## config.mk

```make
export PLATFORM = sky130hd
export DESIGN_NAME = spike_event_sender
export DESIGN_NICKNAME = d
export VERILOG_FILES = /design/src/rtl/spike_event_sender.sv
export SDC_FILE = /design/constraint.sdc
export NUM_CORES = 1
export LEC_CHECK = 0
export BUFFER_PORTS_ARGS = -buffer_cell sky130_fd_sc_hd__buf_4
export CAP_MARGIN = 10
export CORE_ASPECT_RATIO = 1.4
export CORE_MARGIN = 2
export CORE_UTILIZATION = 68
export CTS_BUF_LIST = sky130_fd_sc_hd__clkbuf_4
export CTS_CLUSTER_DIAMETER = 60
export DETAILED_ROUTE_END_ITERATION = 12
export GPL_TIMING_DRIVEN = 0
export HOLD_SLACK_MARGIN = 0.1
export PLACE_DENSITY = 0.9
export SLEW_MARGIN = 20
export SYNTH_ARGS = -nofsm -noshare
export SYNTH_HDL_FRONTEND = slang
export SYNTH_SLANG_ARGS = --single-unit
```

## constraint.sdc

```tcl
create_clock -name clk -period 18.1 [get_ports clk]
set_input_delay 3.62 -clock clk [delete_from_list [all_inputs] [get_ports clk]]
set_output_delay 3.62 -clock clk [all_outputs]
set_load 0.02 [all_outputs]
```

## src/rtl/spike_event_sender.sv

```systemverilog
// spike_event_sender
//   Transmit end of the spike event bus. Per-channel on/off request pulses are
//   latched as pending flags, arbitrated round-robin (one grant per cycle) into
//   an event FIFO, and drained onto the bus with at least min_gap idle cycles
//   between consecutive spike_valid strobes.
//
//   Optional build macro: SPIKE_SENDER_TIMESTAMP_EN
//     When defined, a free-running 16-bit cycle counter is sampled at grant
//     time, stored with each FIFO entry and presented on spike_time together
//     with spike_valid.
//
// Ports
//   clk            clock
//   reset          synchronous, active-high reset
//   on_req         per-channel on-event request, sampled every clk
//   off_req        per-channel off-event request, sampled every clk
//   min_gap        idle cycles enforced between consecutive spike_valid pulses
//   spike_valid    one-cycle event strobe
//   spike_address  event address (BASE_ADDRESS + channel), valid with spike_valid
//   spike_on_off   1 = on event, 0 = off event
//   fifo_count     current FIFO occupancy
//   drop_count     saturating count of dropped requests
//   busy           any pending flag set or FIFO non-empty
//   spike_time     (timestamp build only) grant-time cycle stamp of the event

module spike_event_sender #(
    parameter int NUM_CHANNELS = 8,
    parameter int ADDR_WIDTH   = 8,
    parameter int FIFO_DEPTH   = 16,
    parameter int BASE_ADDRESS = 0
) (
    input  logic                          clk,
    input  logic                          reset,
    input  logic [NUM_CHANNELS-1:0]       on_req,
    input  logic [NUM_CHANNELS-1:0]       off_req,
    input  logic [7:0]                    min_gap,
    output logic                          spike_valid,
    output logic [ADDR_WIDTH-1:0]         spike_address,
    output logic                          spike_on_off,
    output logic [$clog2(FIFO_DEPTH):0]   fifo_count,
    output logic [15:0]                   drop_count,
    output logic                          busy
`ifdef SPIKE_SENDER_TIMESTAMP_EN
    ,
    output logic [15:0]                   spike_time
`endif
);

    localparam int CH_W  = (NUM_CHANNELS > 1) ? $clog2(NUM_CHANNELS) : 1;
    localparam int PTR_W = $clog2(FIFO_DEPTH);
    localparam int CNT_W = PTR_W + 1;
`ifdef SPIKE_SENDER_TIMESTAMP_EN
    localparam int ENTRY_W = ADDR_WIDTH + 1 + 16;
`else
    localparam int ENTRY_W = ADDR_WIDTH + 1;
`endif

    function automatic logic [15:0] sat16(input logic [16:0] value);
        return value[16] ? 16'hFFFF : value[15:0];
    endfunction

    function automatic logic [ADDR_WIDTH-1:0] chan_addr(input logic [CH_W-1:0] ch);
        logic [31:0] full_addr;
        full_addr = 32'(BASE_ADDRESS) + 32'(ch);
        return full_addr[ADDR_WIDTH-1:0];
    endfunction

    logic [NUM_CHANNELS-1:0] pend_on;
    logic [NUM_CHANNELS-1:0] pend_off;
    logic [CH_W-1:0]         rr_ptr;
    logic [CH_W-1:0]         ptr_next;

    logic                    grant_vld;
    logic [CH_W-1:0]         grant_ch;
    logic                    grant_pol;
    logic [NUM_CHANNELS-1:0] grant_on_vec;
    logic [NUM_CHANNELS-1:0] grant_off_vec;

    logic [NUM_CHANNELS-1:0] drop_on;
    logic [NUM_CHANNELS-1:0] drop_off;
    logic [7:0]              drop_inc;
    logic [16:0]             drop_sum;

    logic [ENTRY_W-1:0]      fifo_mem [FIFO_DEPTH];
    logic [PTR_W-1:0]        wr_ptr;
    logic [PTR_W-1:0]        rd_ptr;
    logic                    fifo_full;
    logic                    fifo_empty;
    logic                    push;
    logic                    pop;
    logic [ENTRY_W-1:0]      push_entry;
    logic [ENTRY_W-1:0]      pop_entry;

    logic [7:0]              gap_cnt;

`ifdef SPIKE_SENDER_TIMESTAMP_EN
    logic [15:0]             time_cnt;

    always_ff @(posedge clk) begin
        if (reset) time_cnt <= '0;
        else       time_cnt <= time_cnt + 16'd1;
    end
`endif

    assign fifo_full  = (fifo_count == CNT_W'(FIFO_DEPTH));
    assign fifo_empty = (fifo_count == '0);
    assign pop        = !fifo_empty && (gap_cnt == 8'd0);
    assign push       = grant_vld;
    assign busy       = (|pend_on) || (|pend_off) || !fifo_empty;

    // ---- arbitration: first channel with any pending flag, from rr_ptr ----
    always_comb begin
        logic [CH_W-1:0] idx;
        int              raw;
        grant_vld = 1'b0;
        grant_ch  = '0;
        grant_pol = 1'b0;
        for (int k = 0; k < NUM_CHANNELS; k++) begin
            raw = int'(rr_ptr) + k;
            if (raw >= NUM_CHANNELS) raw = raw - NUM_CHANNELS;
            idx = CH_W'(raw);
            if (!grant_vld && (pend_on[idx] || pend_off[idx])) begin
                grant_vld = 1'b1;
                grant_ch  = idx;
                grant_pol = pend_on[idx];
            end
        end
        // A full FIFO only accepts a push when it is popped in the same cycle.
        if (fifo_full && !pop) grant_vld = 1'b0;
    end

    always_comb begin
        grant_on_vec  = '0;
        grant_off_vec = '0;
        for (int i = 0; i < NUM_CHANNELS; i++) begin
            grant_on_vec[i]  = grant_vld &&  grant_pol && (grant_ch == CH_W'(i));
            grant_off_vec[i] = grant_vld && !grant_pol && (grant_ch == CH_W'(i));
        end
    end

    // Stay on the channel while its off flag still waits behind a granted on.
    always_comb begin
        if (grant_pol && pend_off[grant_ch])
            ptr_next = grant_ch;
        else if (grant_ch == CH_W'(NUM_CHANNELS - 1))
            ptr_next = '0;
        else
            ptr_next = grant_ch + CH_W'(1);
    end

    // ---- capture: a request against a still-set, ungranted flag is a drop ----
    assign drop_on  = on_req  & pend_on  & ~grant_on_vec;
    assign drop_off = off_req & pend_off & ~grant_off_vec;

    always_comb begin
        drop_inc = '0;
        for (int i = 0; i < NUM_CHANNELS; i++)
            drop_inc = drop_inc + 8'(drop_on[i]) + 8'(drop_off[i]);
    end

    assign drop_sum = {1'b0, drop_count} + {9'b0, drop_inc};

    always_ff @(posedge clk) begin
        if (reset) begin
            pend_on    <= '0;
            pend_off   <= '0;
            rr_ptr     <= '0;
            drop_count <= '0;
        end else begin
            pend_on    <= (pend_on  & ~grant_on_vec)  | on_req;
            pend_off   <= (pend_off & ~grant_off_vec) | off_req;
            drop_count <= sat16(drop_sum);
            if (grant_vld) rr_ptr <= ptr_next;
        end
    end

    // ---- event FIFO ----
`ifdef SPIKE_SENDER_TIMESTAMP_EN
    assign push_entry = {chan_addr(grant_ch), grant_pol, time_cnt};
`else
    assign push_entry = {chan_addr(grant_ch), grant_pol};
`endif
    assign pop_entry = fifo_mem[rd_ptr];

    always_ff @(posedge clk) begin
        if (push) fifo_mem[wr_ptr] <= push_entry;
    end

    always_ff @(posedge clk) begin
        if (reset) begin
            wr_ptr     <= '0;
            rd_ptr     <= '0;
            fifo_count <= '0;
        end else begin
            if (push) wr_ptr <= wr_ptr + PTR_W'(1);
            if (pop)  rd_ptr <= rd_ptr + PTR_W'(1);
            fifo_count <= fifo_count + CNT_W'(push) - CNT_W'(pop);
        end
    end

    // ---- output register and inter-event gap counter ----
    always_ff @(posedge clk) begin
        if (reset) begin
            spike_valid   <= 1'b0;
            spike_address <= '0;
            spike_on_off  <= 1'b0;
            gap_cnt       <= '0;
`ifdef SPIKE_SENDER_TIMESTAMP_EN
            spike_time    <= '0;
`endif
        end else if (pop) begin
            spike_valid   <= 1'b1;
`ifdef SPIKE_SENDER_TIMESTAMP_EN
            spike_address <= pop_entry[ENTRY_W-1 -: ADDR_WIDTH];
            spike_on_off  <= pop_entry[16];
            spike_time    <= pop_entry[15:0];
`else
            spike_address <= pop_entry[ENTRY_W-1 -: ADDR_WIDTH];
            spike_on_off  <= pop_entry[0];
`endif
            gap_cnt       <= min_gap;
        end else begin
            spike_valid   <= 1'b0;
            if (gap_cnt != 8'd0) gap_cnt <= gap_cnt - 8'd1;
        end
    end

endmodule

```

==> run metrics, run 1 <==
status=completed; Max-cap violations=0; Post-synth EDFFs=64; Combinational Power Share=60.4%; Buffers on Ports=51; routed via count=6115; Final Power=0.00164 W; Seq/Total Area, Yosys=41.7%; Die Width=93.0 um; Cell Int Power=0.000897 W; Final Wtd Congestion=1.05; VDD IR max=0.0000959 V; Starting Density=69.7%; largest net degree at the start of global routing=24; Largest stage delay, worst path=0.78 ns; # diodes=0; clock slew at reported path FFs=0.10 ns; CP Data Required Time=18.49 ns; clk_lat worst skew=0.55 ns; final setup violation count=0; Critical Path Start Type=flop; Multi-input gate area=4030 sq um; crit-path max FO=23; Seq pwr share=27.5%; pre-CTS setup slack=8.45 ns; Setup Buffers After CTS=0; IO Count=58; total grt overflow=0; starting DRC count in detailed routing=492; initial antenna violation count=0; Hold WS=0.473 ns; clock sink count=125; TritonCTS buffer count=17; Net Sw Frac=45.3%; Worst Tran Pin Value=1.05 ns; Std-Cell Rows=45; layout cell share with drive strength beyond 1=21.3%; Mapped Area=7540 sq um; Sum Neg Setup Slack=0 ns; Crit path max-delay family=adder cells; CP arrival=10.20 ns; max-slew violation count=0; Clock Power Share=12.2%; routed vias/inst=6.65; worst rel slew slack=30.0%; Final nets=830; Avg Inst Size Synth=10.9 sq um; Die ar.=12000 sq um; Max clock buf depth=2; period utilization=54.2%; # fillers=672; RSZ-0062 raised after global routing=false; Final min period=9.81 ns; Post-CTS Resized=0; count of final hold-check violations=0; WL final=20000 um; drt first pass iters=5; Post-CTS Hold Buffers=0; Gate Count Post-Synth=692; CP Class=reg2reg; global-route wire length before repair=31200 um; routed len/inst=21.7 um; total global-route track usage=34.4%; slack of the critical path=8.29 ns; Worst R2R Setup Slack=8.29 ns; height of the die=129 um; crit end category=flop; LEAKAGE=3.25 nW; Syn-to-layout area delta=11.6%; PwrDens=195 nW/um^2; detailed-placement wirelength estimate=14800 um; Max H-tree Level=4; CTS tree=built; Final Skew=0.0282 ns; CORE AREA=10800 sq um; Worst Path Buf+Inv=11; most used cell, CP=inv_1; worst hold path type=reg2reg; #FFs+latches synth=125; Most used DFF post-synth=edfxtp_1; max frequency=102 MHz; vias in the first global route=6205; Reg area=3140 sq um; distinct cell type count after synthesis=83; Post-synth ARST share=0%; Yosys warning count=0; drc violations=0; clk root buf=clkbuf_4; Psw=0.000744 W; Worst path slowest cell=nor2_2; Antenna Nets Post-Route=0
worst register-to-register path, delay by kind of cell (launching register included):
kind | cells | cell delay (ns)
mux | 1 | 0.60
simple gates | 8 | 2.19
buf+inv | 11 | 1.69
fa+ha+maj | 8 | 3.56
compound gates | 5 | 1.31
flops | 1 | 0.34
sequential cells by signal, indices dropped and copies added, names as in the netlist:
name	cells
wr_ptr	4
fifo_count	5
spike_on_off	1
pend_off	8
spike_address	3
pend_on	8
gap_cnt	8
drop_count	16
rd_ptr	4
rr_ptr	3
fifo_mem	64
spike_valid	1
power by group through the flow:
stage | clock [W] | combinational [W] | sequential (W)
after floorplan | 0 | 0.000708 | 0.000453
after global placement | 0 | 0.000911 | 0.000451
after detailed placement | 0 | 0.000963 | 0.000455
after CTS | 0.000202 | 0.000973 | 0.000449
after global routing | 0.000209 | 0.00107 | 0.000455
final | 0.000200 | 0.000991 | 0.000451
per-layer routing:
metal	track usage (%)	vias to the layer above	routed length, um
met5	0	-	0
met4	20.5	0	994
met3	6.15	102	1210
met2	64.1	314	11000
met1	35.7	3001	6710
li1	-	2698	-
cells by family after synthesis:
logic type / after synthesis / share of synthesized area [%]
AND/OR/NAND/NOR: 203 / 13.1
other: 1 / 0.0497
multiplexers: 56 / 15.3
adder cells (fa/ha/maj): 38 / 7.60
buffers and inverters: 90 / 5.06
flip-flops: 125 / 41.7
AO/OA/AOI/OAI: 154 / 14.0
XOR/XNOR: 25 / 3.10
cell usage after synthesis (all sizes together) (3+ instances only):
cell	number	area share (%)
a21o	4	0.40
ha	25	4.1
nor2	76	3.9
nand3	9	0.66
a211oi	10	1.1
fa	13	3.5
buf	21	1.6
nand4	4	0.33
mux2i	12	1.9
a21oi	58	3.9
inv	53	2.6
dfxtp	61	16
and2	7	0.61
and3	5	0.41
mux4	43	13
a21boi	4	0.40
o22ai	3	0.33
xnor2	14	1.7
a221oi	3	0.43
edfxtp	64	25
nand2b	4	0.33
o221ai	4	0.55
or3	7	0.58
nor3	15	1.0
nand2	40	2.0
or2	17	1.5
nor3b	3	0.30
o21ai	25	1.8
xor2	11	1.4
clkbuf	16	0.80
o31ai	5	0.50
o21bai	3	0.30
a31oi	6	0.78
a31o	3	0.35
nor2b	9	0.75
area by class of cell:
cell class / count / share of cell area [%]
Clock inverter: 9 / 1.44
Timing Repair Buffer: 51 / 4.55
Buffer: 37 / 2.17
Inverter: 53 / 2.37
Multi-Input combinational cell: 481 / 48.0
Tap cell: 141 / 2.10
Clock buffer: 23 / 2.05
Sequential cell: 125 / 37.4
cell usage in the layout (no fill, tap or decap), types with 23 or more instances in the layout:
cell type / n
nor2_1: 72
mux4_2: 35
dfxtp_1: 61
inv_1: 51
nand2_1: 40
buf_4: 58
clkbuf_4: 23
edfxtp_1: 64
ha_1: 25
a21oi_1: 58
per-stage QoR:
stage | utilization, % | std cells | instance area, sq um
after floorplan | - | 696 | 7550
after detailed placement | 75.1 | 888 | 8120
after global routing | 77.8 | 920 | 8410
after global placement | 75.0 | 888 | 8110
final | 77.8 | 920 | 8410
after CTS | 77.8 | 920 | 8410
worst paths after layout:
kind / start / to / depth (start not counted)
worst max register to register: rr_ptr[0]$_SDFFE_PP0P_ / drop_count[6]$_SDFF_PP0_ / 33
worst min register to register: spike_address[2]$_SDFFE_PP0P_ / spike_address[2]$_SDFFE_PP0P_ / 2
worst min-delay path: spike_address[2]$_SDFFE_PP0P_ / spike_address[2]$_SDFFE_PP0P_ / 2
worst max-delay path: rr_ptr[0]$_SDFFE_PP0P_ / drop_count[6]$_SDFF_PP0_ / 33
No activity file was read; power rests on OpenSTA's default activity.
==> run 2, diff against run 1 <==
--- a/config.mk
+++ b/config.mk
@@ -9,13 +9,13 @@
 export CAP_MARGIN = 10
 export CORE_ASPECT_RATIO = 1.4
 export CORE_MARGIN = 2
-export CORE_UTILIZATION = 68
+export CORE_UTILIZATION = 63
 export CTS_BUF_LIST = sky130_fd_sc_hd__clkbuf_4
 export CTS_CLUSTER_DIAMETER = 60
 export DETAILED_ROUTE_END_ITERATION = 12
 export GPL_TIMING_DRIVEN = 0
 export HOLD_SLACK_MARGIN = 0.1
-export PLACE_DENSITY = 0.9
+export PLACE_DENSITY = 0.84
 export SLEW_MARGIN = 20
 export SYNTH_ARGS = -nofsm -noshare
 export SYNTH_HDL_FRONTEND = slang
==> constraint.sdc (replaced) <==
create_clock -name clk -period 9.9 [get_ports clk]
set_input_delay 1.98 -clock clk [delete_from_list [all_inputs] [get_ports clk]]
set_output_delay 1.98 -clock clk [all_outputs]
set_load 0.02 [all_outputs]
==> run 2 against run 1 <==
  * Core utilization down 6.3 points
  * Power up 82%
  * Largest power group unchanged
  * Clock power up 69%
  * Clock-buffer cell count down 5
  * Clock skew down 0.0037 ns
  * Combinational power up 84%
  * Critical path depth down 2
==> run metrics, run 2 (synthesis results as in run 1) <==
status=completed; Antenna Nets Post-Route=0; Multi-input gate area=4040 sq um; worst hold path type=reg2reg; Reg area=3140 sq um; layout cell share with drive strength beyond 1=21.2%; Worst Tran Pin Value=1.13 ns; slack of the critical path=0.425 ns; total grt overflow=0; CP Data Required Time=10.31 ns; count of final hold-check violations=0; drt first pass iters=5; Die Width=96.5 um; Final Wtd Congestion=1.00; total global-route track usage=32.6%; WL final=20000 um; post-route cell area=8410 sq um; Final nets=831; Psw=0.00138 W; vias in the first global route=6155; clk_lat worst skew=0.56 ns; routed via count=6019; Regs by FF count=fifo_mem: 64 flops, drop_count: 16 flops; period utilization=95.7%; Final Util=71.5%; Worst path slowest cell=o22ai_2; # fillers=844; Final min period=9.47 ns; clock sink count=125; max frequency=106 MHz; Post-CTS Hold Buffers=0; Cell Int Power=0.00161 W; Placed Area=8140 sq um; Combinational Power Share=61.2%; Final Skew=0.0246 ns; Post-CTS Resized=0; most frequent cells in the layout=nor2_1, edfxtp_1, dfxtp_1, buf_4, a21oi_1; Max H-tree Level=4; largest net degree at the start of global routing=23; final setup violation count=0; Syn-to-layout area delta=11.5%; Clock Power Share=11.3%; PwrDens=355 nW/um^2; Max-cap violations=0; max-slew violation count=0; Buffers on Ports=51; Critical Path Start Type=flop; Net Sw Frac=46.1%; CORE AREA=11800 sq um; Sum Neg Setup Slack=0 ns; LEAKAGE=3.23 nW; routed vias/inst=6.49; clk root buf=clkbuf_4; CP arrival=9.89 ns; Starting Density=64.1%; RSZ-0062 raised after global routing=false; Biggest register=fifo_mem; clock slew at reported path FFs=0.11 ns; Seq pwr share=27.6%; detailed-placement wirelength estimate=14700 um; IO Count=58; routed len/inst=21.6 um; worst rel slew slack=24.9%; Largest stage delay, worst path=0.93 ns; drc violations=0; crit-path max FO=22; starting DRC count in detailed routing=442; pre-CTS setup slack=0.620 ns; max FFs per register=64; CTS tree=built; CP Class=reg2reg; VDD IR max=0.000175 V; height of the die=133 um; TritonCTS buffer count=17; crit end category=flop; initial antenna violation count=1; most common cell after layout, fill and taps aside=nor2_1; Max clock buf depth=2; global-route wire length before repair=31100 um; Std-Cell Rows=47; Die ar.=12900 sq um; Setup Buffers After CTS=0
run 2: cell types whose count changed in the layout (fill, tap and decap cells not counted):
cell,change
buf_8,+1
bufinv_16,-1
clkbuf_4,-5
clkinv_1,+3
clkinv_4,+2
clkinvlp_4,+1
diode_2,+1
nand2_1,-1
nand2_2,+1
run 2: final cells by class:
type                       count  area share, %
antenna                        1         0.0298
buffer                        37           2.17
clock buffer                  18           1.61
clock inverter                14           1.52
inverter                      53           2.37
multi-input combinational    481           48.0
sequential                   125           37.4
tap                          147           2.19
timing repair buffer          52           4.73
run 2: critical path: cells and delay by family (launching register included):
kind	cells	cell delay [ns]
buffers and inverters	9	1.41
adders and majority gates	7	3.28
AOI/OAI and AO/OA	8	2.44
and+or+nand+nor	6	1.20
muxes	1	0.62
DFF	1	0.37
run 2: through the flow:
stage          hold slack, ns  std cells  power [W]
3_5_place_dp            0.456        895    0.00261
6_report                0.468        928    0.00298
5_1_grt                 0.501        928    0.00317
4_1_cts                 0.471        927    0.00295
2_1_floorplan           0.457        696    0.00212
3_3_place_gp            0.446        894    0.00251
run 2: worst paths after layout:
kind | cells after the start | start | slack, ns | end
max | 31 | rr_ptr[1]$_SDFFE_PP0P_ | 0.43 | drop_count[5]$_SDFF_PP0_
min | 2 | spike_address[2]$_SDFFE_PP0P_ | 0.47 | spike_address[2]$_SDFFE_PP0P_
max reg2reg | 31 | rr_ptr[1]$_SDFFE_PP0P_ | 0.43 | drop_count[5]$_SDFF_PP0_
min reg2reg | 2 | spike_address[2]$_SDFFE_PP0P_ | 0.47 | spike_address[2]$_SDFFE_PP0P_
run 2: power groups by stage:
stage | logic [W] | registers (W) | clock network [W]
final | 0.00182 | 0.000822 | 0.000337
after floorplan | 0.00129 | 0.000828 | 0
after global placement | 0.00168 | 0.000826 | 0
after global routing | 0.00198 | 0.000831 | 0.000358
after CTS | 0.00179 | 0.000821 | 0.000338
after detailed placement | 0.00178 | 0.000831 | 0
run 2: routing by layer:
layer  global-route usage [%]  share of wire, %
met1                     35.1                33
met5                        0                 0
met3                     7.64               7.3
met4                     20.7               5.8
met2                     56.1                54
